### config.mk
export PLATFORM = sky130hd
export DESIGN_NAME = serial_tx_sink_flat
export DESIGN_NICKNAME = d
export VERILOG_FILES = /design/src/rtl/serial_tx_sink_if.sv /design/src/rtl/serial_tx_sink.sv /design/src/flat_wrapper.sv
export SDC_FILE = /design/constraint.sdc
export NUM_CORES = 1
export LEC_CHECK = 0
export ABC_AREA = 1
export CAP_MARGIN = 25
export CORE_MARGIN = 8
export CORE_UTILIZATION = 45
export DETAILED_ROUTE_END_ITERATION = 7
export GPL_TIMING_DRIVEN = 0
export MAX_ROUTING_LAYER = met4
export PLACE_DENSITY = 0.76
export SETUP_SLACK_MARGIN = 0.5
export SYNTH_ARGS = -nofsm -noshare
export SYNTH_HDL_FRONTEND = slang
export SYNTH_SLANG_ARGS = --single-unit
### constraint.sdc
create_clock -name clk -period 1.6 [get_ports clk]
set_input_delay 0.16 -clock clk [delete_from_list [all_inputs] [get_ports clk]]
set_output_delay 0.16 -clock clk [all_outputs]
set_load 0.02 [all_outputs]
### src/rtl/serial_tx_sink_if.sv
// Stream handshake between a main_N producer and the serial_tx_sink consumer.
// A word transfers on a rising clock edge where in_stb && in_ack.
interface serial_tx_sink_if;
    logic [31:0] in_data;
    logic        in_stb;
    logic        in_ack;

    modport master (output in_data, output in_stb, input  in_ack);
    modport slave  (input  in_data, input  in_stb, output in_ack);
endinterface

### src/rtl/serial_tx_sink.sv
// serial_tx_sink: takes one 32-bit stb/ack word at a time and sends bits [7:0]
// as an asynchronous frame on tx_o (LSB first, idle high, one stop bit).
// Optional macro PARITY_EN adds an even-parity bit between data bit 7 and the
// stop bit. Without it the frame is plain 8N1.
//
//   state    | meaning
//   ---------+-----------------------------------------------------------
//   S_IDLE   | line high, waiting for in_stb
//   S_ACK    | in_ack high for one cycle; word taken only if in_stb still high
//   S_START  | start bit (low) for DIVISOR cycles
//   S_DATA   | data bits, shift_q[0] on the line, DIVISOR cycles each
//   S_PARITY | even-parity bit for DIVISOR cycles (PARITY_EN only)
//   S_STOP   | stop bit (high) for DIVISOR cycles
module serial_tx_sink #(
    parameter int CLOCK_FREQUENCY = 100000000,
    parameter int BAUD_RATE       = 115200
) (
    input  logic             clk,
    input  logic             rst,
    serial_tx_sink_if.slave  in_if,
    output logic             tx_o,
    output logic             busy_o
);
    localparam int DIVISOR = CLOCK_FREQUENCY / BAUD_RATE;
    localparam int CW      = (DIVISOR > 1) ? $clog2(DIVISOR) : 1;
    localparam logic [CW-1:0] RELOAD = CW'(DIVISOR - 1);

    typedef enum logic [2:0] {
        S_IDLE,
        S_ACK,
        S_START,
        S_DATA,
        S_STOP
`ifdef PARITY_EN
        , S_PARITY
`endif
    } state_t;

    state_t        state_q;
    logic          tx_q;
    logic          ack_q;
    logic          busy_q;
    logic [CW-1:0] baud_q;
    logic [2:0]    idx_q;
    logic [7:0]    shift_q;
`ifdef PARITY_EN
    logic          parity_q;
`endif

    // Upper stream bits carry nothing for a byte-wide line.
    logic unused_hi;
    assign unused_hi = ^in_if.in_data[31:8];

    assign tx_o         = tx_q;
    assign busy_o       = busy_q;
    assign in_if.in_ack = ack_q;

    // Frame sequencer; every output is a register updated with the state.
    always_ff @(posedge clk or negedge rst) begin
        if (!rst) begin
            state_q  <= S_IDLE;
            tx_q     <= 1'b1;
            ack_q    <= 1'b0;
            busy_q   <= 1'b0;
            baud_q   <= '0;
            idx_q    <= '0;
            shift_q  <= '0;
`ifdef PARITY_EN
            parity_q <= 1'b0;
`endif
        end else begin
            case (state_q)
                S_IDLE: begin
                    tx_q <= 1'b1;
                    if (in_if.in_stb) begin
                        ack_q   <= 1'b1;
                        busy_q  <= 1'b1;
                        state_q <= S_ACK;
                    end
                end
                S_ACK: begin
                    ack_q <= 1'b0;
                    // A producer that withdrew its strobe did not hand over the word.
                    if (in_if.in_stb) begin
                        shift_q  <= in_if.in_data[7:0];
`ifdef PARITY_EN
                        parity_q <= ^in_if.in_data[7:0];
`endif
                        baud_q   <= RELOAD;
                        idx_q    <= '0;
                        tx_q     <= 1'b0;
                        state_q  <= S_START;
                    end else begin
                        busy_q  <= 1'b0;
                        state_q <= S_IDLE;
                    end
                end
                S_START: begin
                    if (baud_q == '0) begin
                        baud_q  <= RELOAD;
                        tx_q    <= shift_q[0];
                        state_q <= S_DATA;
                    end else begin
                        baud_q <= baud_q - 1'b1;
                    end
                end
                S_DATA: begin
                    if (baud_q == '0) begin
                        baud_q <= RELOAD;
                        if (idx_q == 3'd7) begin
`ifdef PARITY_EN
                            tx_q    <= parity_q;
                            state_q <= S_PARITY;
`else
                            tx_q    <= 1'b1;
                            state_q <= S_STOP;
`endif
                        end else begin
                            shift_q <= shift_q >> 1;
                            idx_q   <= idx_q + 3'd1;
                            tx_q    <= shift_q[1];
                        end
                    end else begin
                        baud_q <= baud_q - 1'b1;
                    end
                end
`ifdef PARITY_EN
                S_PARITY: begin
                    if (baud_q == '0) begin
                        baud_q  <= RELOAD;
                        tx_q    <= 1'b1;
                        state_q <= S_STOP;
                    end else begin
                        baud_q <= baud_q - 1'b1;
                    end
                end
`endif
                S_STOP: begin
                    if (baud_q == '0) begin
                        busy_q  <= 1'b0;
                        state_q <= S_IDLE;
                    end else begin
                        baud_q <= baud_q - 1'b1;
                    end
                end
                default: begin
                    tx_q    <= 1'b1;
                    ack_q   <= 1'b0;
                    busy_q  <= 1'b0;
                    state_q <= S_IDLE;
                end
            endcase
        end
    end
endmodule

### src/flat_wrapper.sv
// flat-port wrapper written by rule: the top's interface ports become plain ports
module serial_tx_sink_flat 
#(
    parameter int CLOCK_FREQUENCY = 100000000,
    parameter int BAUD_RATE       = 115200
)
  (clk, rst, tx_o, busy_o, in_if_in_data, in_if_in_stb, in_if_in_ack);
  serial_tx_sink_if in_if_i ();
  input  logic clk;
  input  logic rst;
  output logic tx_o;
  output logic busy_o;
  input wire logic [$bits(in_if_i.in_data)-1:0] in_if_in_data;
  input wire logic [$bits(in_if_i.in_stb)-1:0] in_if_in_stb;
  output wire logic [$bits(in_if_i.in_ack)-1:0] in_if_in_ack;
  assign in_if_i.in_data = in_if_in_data;
  assign in_if_i.in_stb = in_if_in_stb;
  assign in_if_in_ack = in_if_i.in_ack;
  serial_tx_sink #(.CLOCK_FREQUENCY(CLOCK_FREQUENCY), .BAUD_RATE(BAUD_RATE)) u_core (.clk(clk), .rst(rst), .in_if(in_if_i), .tx_o(tx_o), .busy_o(busy_o));
endmodule
# --- Word-level counts from Yosys, hierarchy flattened ---
# Index checks and enable logic that the tools add are counted.
totals:
  wordCells: 67
  out_inout_bits: 3
  in_bits: 35
  ff_bits: 27
op_classes:
  n_bitwise: 3
  muxes: 29
  n_eq_ne: 14
  add_sub_neg: 2
  reduce_logical: 12
op_table:
  columns: ["operator", "count"]
  rows:
  - ["$mux W10", 3]
  - ["$pmux W10 S3", 1]
  - ["$mux W3", 8]
  - ["$mux W8", 3]
  - ["$pmux W8 S2", 1]
  - ["$pmux W3 S5", 1]
  - ["$reduce_and A4 Y1", 3]
  - ["$logic_not A10 Y1", 1]
  - ["$ne A2 B2 Y1 const B", 5]
  - ["$sub A10 B1 Y10 const B", 1]
  - ["$ne A2 B1 Y1 const B", 4]
  - ["$pmux W1 S4", 2]
  - ["$mux W1", 7]
  - ["$eq A3 B2 Y1 const B", 2]
  - ["$eq A3 B3 Y1 const B", 2]
  - ["$pmux W3 S2", 1]
  - ["$reduce_and A5 Y1", 1]
  - ["$add A3 B1 Y3 const B", 1]
  - ["$eq A3 B1 Y1 const B", 1]
  - ["$logic_not A3 Y1", 1]
  - ["$not A1 Y1", 3]
  - ["$reduce_and A3 Y1", 1]
  - ["$reduce_bool A3 Y1", 1]
  - ["$reduce_or A3 Y1", 1]
  - ["other kinds (5)", 5]

# --- Depth between registers and ports, before layout ---
logic_depth:
  word_depth: 4
  depth_mapped: 11
  depth_no_buf: 11

# --- Worst setup path after synthesis ---
# Ideal clock, no wire load.
synth_path:
  kind: "register to register"
  from: "reg u_core.baud_q[0]"
  to: "reg u_core.baud_q[8]"
  slack_ns: 0.041
  arrival_time_ns: 1.432
  t_required_ns: 1.473
  period_less_slack_ns: 1.559
  n_path_buf: 0
  path_stages_with_launch: 12
  setup_ns: 0.127
  cell_sequence: "dfrtp_1 inv_1 ha_1 nand2_1 nor2_1 nand3_1 nand2_1 nand2_2 nand2_4 inv_2 nand2_1 o21ai_0"
synth_between:
  elab_chain_len: 3
  elab_cells_between_ends: 7
  classes_between: "add/sub: 1; eq/ne: 1; mux: 3; reduce/logical: 2"
synth_lines:
  columns: ["item", "line_no", "source"]
  rows:
  - ["start: declaration", "serial_tx_sink.sv:43", "logic [CW-1:0] baud_q;"]
  - ["start signal: assignment", "serial_tx_sink.sv:104", "baud_q <= baud_q - 1'b1;"]
  - ["start signal: assignment", "serial_tx_sink.sv:124", "baud_q <= baud_q - 1'b1;"]
  - ["start signal: assignment", "serial_tx_sink.sv:143", "baud_q <= baud_q - 1'b1;"]
  - ["$sub A10 B1 Y10 or $logic_not A10 Y1 (tied branches)", null, null]
  - ["$mux W10, or another cell as far along", "serial_tx_sink.sv:139", "if (baud_q == '0) begin"]
  - ["$pmux W10 S3 or $reduce_and A3 Y1 (tied branches)", null, null]
# Parallel ways exist; a longest one is shown, timed or not. The select of a mux whose other input is x is not followed.
# A chain may end at the register's enable or synchronous reset.

# --- Worst setup path after layout ---
layout_path:
  from: "reg u_core.baud_q[1]"
  to: "reg u_core.baud_q[7]"
# The elaborated chain is that of the path after synthesis.

==> run_results.csv <==
group,metric,value,unit
clock_network,cts_hold_buffers,0,
global_routing,first_global_vias,1457,
placement,io_buffers,13,
critical_path,setup.worst_path.start_class,"flip-flop",
routing,drc,0,
yosys,synth_seq_area_share,0.418,
clock_network,tritoncts,"done",
yosys,synth_cell_types,27,
clock_network,cts_root_buf,"clkbuf_4",
power,power_density,427,mW/mm²
timing,setup_viol,0,
critical_path,worstSetupPathType,"flip-flop to flip-flop",
critical_path,r2r_slack,2,ps
timing,period_needed,1600,ps
critical_path,r2r-start,"u_core.baud_q[1]",
clock_network,clkLatencyLatePin,350,ps
clock_network,h-tree-depth,1,
worst_hold_path,hold_path.class,"input pin to asynchronous set/reset pin",
yosys,yosys.area.top_type_share,0.402,
yosys,postSynthCellCount,202,
timing,drv_slew,0,
yosys,synth_edf_count,0,
floorplanning,ios,38,
outcome,status,"completed",
yosys,synth_nets,240,
placement,dp_hpwl,2430,µm
clock_network,path_clk_slew,170,ps
routing,finalWirelength,4330,µm
clock_network,clkSinkCount,27,
critical_path,cp-startpoint,"u_core.baud_q[1]",
critical_path,arrival,1850,ps
routing,viasPerCell,5.22,
floorplanning,start_util,0.478,
critical_path,path_max_fanout,7,
critical_path,worst-endpoint-required,1850,ps
yosys,avgSynthCellArea,8.02,µm²
critical_path,end_kind,"flip-flop",
routing,avgRoutedWirePerCell,14.4,µm
global_routing,grt_pass1_wl,6900,µm
layout,syn_to_final_growth,53.3,%
timing,finalCritPeriodShare,0.999,
layout,drive_gt1_frac,0.465,
timing,rsz0062_at_grt,"true",
yosys,yosysTopAreaCell,"dfrtp_1",
global_routing,gr-total-overflow,0,
yosys,synthFlopType,"dfrtp_1",
clock_network,clockBufferDepth,2,
placement,gp_congestion,0.858,
routing,ant_nets,0,
timing,slew_headroom,0.482,
floorplanning,row_count,21,
floorplanning,die_h,76.0,µm
routing,drt_iter0_drc,92,
layout,final_cells,300,
layout,nets,293,
power,ir_drop,0.353,mV
clock_network,numCtsBuffers,3,
yosys,synth-seq-cells,27,
flow_run,maxCapViolCount,0,
timing,tightest_slew,775,ps
global_routing,antenna_found_initial,0,
timing,fmax,0.626,GHz
timing,fin_setup_tns,0,ps
floorplanning,die_x,76.0,µm
routing,dr.pass1.iters,4,
yosys,yosys_warnings,0,
global_routing,grt_max_degree,17,
yosys,synth_area_leaders,"dfrtp_1 (40%), nand2_1 (14%), nand3_1 (5.3%)",
floorplanning,coreArea,0.00339,mm²
timing,hold_viol_final,0,
global_routing,grtUsageTotal,0.145,
layout,n_antenna_cell,0,
placement,post-place-cells,262,
yosys,async_reset_ff_frac,1.00,
timing,skew,16.5,ps
power,finalPower,1.06,mW
routing,via_count,1565,
yosys,syn_area,0.00162,mm²
power,leakage,1.20,nW
layout,num-fill-cells,226,
floorplanning,dieArea,0.00577,mm²
==> synthesized netlist by cell type (2+ instances only) <==
library cell and number:
xor2_1 4, buf_6 2, nand4_1 6, inv_2 3
nor2_1 16, nor3_1 2, dfrtp_1 26, nand2_1 62
mux2i_1 7, inv_1 19, o21ai_1 3, nand2_4 3
ha_1 3, o21ai_2 9, nand3_1 17, o21ai_0 9
==> flip-flops by register name (all words and copies together) (netlist names) <==
name and flops:
u_core.baud_q 10, u_core.shift_q 8, u_core.idx_q 3, u_core.state_q 3
u_core.busy_o 1, u_core.in_if.in_ack 1, u_core.tx_o 1
==> power by group <==
part,total [mW],leakage (nW),switching [mW],internal (mW)
combinational,0.0523,0.835,0.0244,0.0279
clock,0.324,0.0139,0.228,0.0960
sequential,0.683,0.353,0,0.683
total,1.06,1.20,0.252,0.807
==> cells by family (layout without fill, tap and decap cells) <==
| group | Yosys count | after routing | share of synthesized area |
|---|---|---|---|
| buffers and inverters | 25 | 77 | 0.0680 |
| adders and majority gates | 3 | 3 | 0.0232 |
| and+or+nand+nor | 111 | 111 | 0.322 |
| AOI/OAI and AO/OA | 25 | 25 | 0.104 |
| muxes | 7 | 7 | 0.0433 |
| DFF | 27 | 27 | 0.418 |
| xor gates and xnor gates | 4 | 4 | 0.0216 |
==> layer usage <==
layer	track usage	wire length (µm)	up-vias
met1	0.187	1950	738
met2	0.226	2140	47
met5	-	0	-
met4	0.0510	87	0
li1	-	-	770
met3	0.0200	155	10
==> per-stage QoR <==
step	instance area [µm²]	setup WS, ps	utilization	hold slack [ps]
after CTS	2320	52.9	0.684	251
after global placement	1870	-140	0.551	466
after global routing	2480	-80.7	0.732	274
final	2480	2.24	0.732	237
after floorplan	1680	130	-	-136
after detailed placement	1880	-82.8	0.556	473
==> worst paths after layout <==
check / to / depth (start not counted)
setup reg to reg: u_core.baud_q[7] / 11
max in group asynchronous: u_core.tx_o / 2
setup / recovery: u_core.baud_q[7] / 11
min in group clk: u_core.shift_q[7] / 3
hold / removal: u_core.idx_q[0] / 1
hold reg to reg: u_core.shift_q[5] / 2
==> placed cells by master, fill, tap and decap left out, types with 2 or more instances in the layout <==
cell type        Yosys  final
nand2_1             62     37
dfrtp_1             26     25
buf_4                0     24
nand2_2              1     19
inv_1               19     13
o21ai_2              9     13
nor2_1              16     11
nand3_1             17     11
clkdlybuf4s50_1      0     10
buf_6                2      9
mux2i_1              7      7
inv_2                3      6
nand2_4              3      6
nand4_1              6      6
nand3_2              0      5
nand2_8              1      5
o21ai_1              3      5
buf_8                0      4
xor2_1               4      4
nor2_2               0      3
o21ai_0              9      3
clkbuf_4             0      3
nor2_4               0      2
inv_6                0      2
ha_4                 0      2
buf_16               0      2
==> timing repair <==
| action | in CTS | in global routing |
|---|---|---|
| gates cloned | 3 | 0 |
| pin swaps | 18 | 7 |
| setup buffers | 23 | 8 |
| gates resized for setup | 66 | 23 |
| endpoints found under the setup margin | 30 | 30 |
==> critical path: stages (launching register included) <==
cell and delay, ps:
dfrtp_1 420, inv_2 90, ha_4 160, nand2_4 50
nor2_4 140, nand3_4 130, nand2_4 140, nand2_8 80
nand2_8 140, inv_6 60, nand2_1 70, nand2_1 50
==> area by class of cell <==
| type | instances | area (µm²) | area share |
|---|---|---|---|
| Multi-Input combinational cell | 150 | 1090 | 0.441 |
| Tap cell | 46 | 57.6 | 0.0232 |
| Buffer | 3 | 45.0 | 0.0181 |
| Timing Repair inverter | 1 | 8.76 | 0.00353 |
| Clock buffer | 3 | 22.5 | 0.00907 |
| Sequential cell | 27 | 678 | 0.273 |
| Inverter | 22 | 97.6 | 0.0393 |
| Clock inverter | 1 | 7.51 | 0.00302 |
| Timing Repair Buffer | 47 | 472 | 0.190 |
No activity file was read; power rests on OpenSTA's default activity.
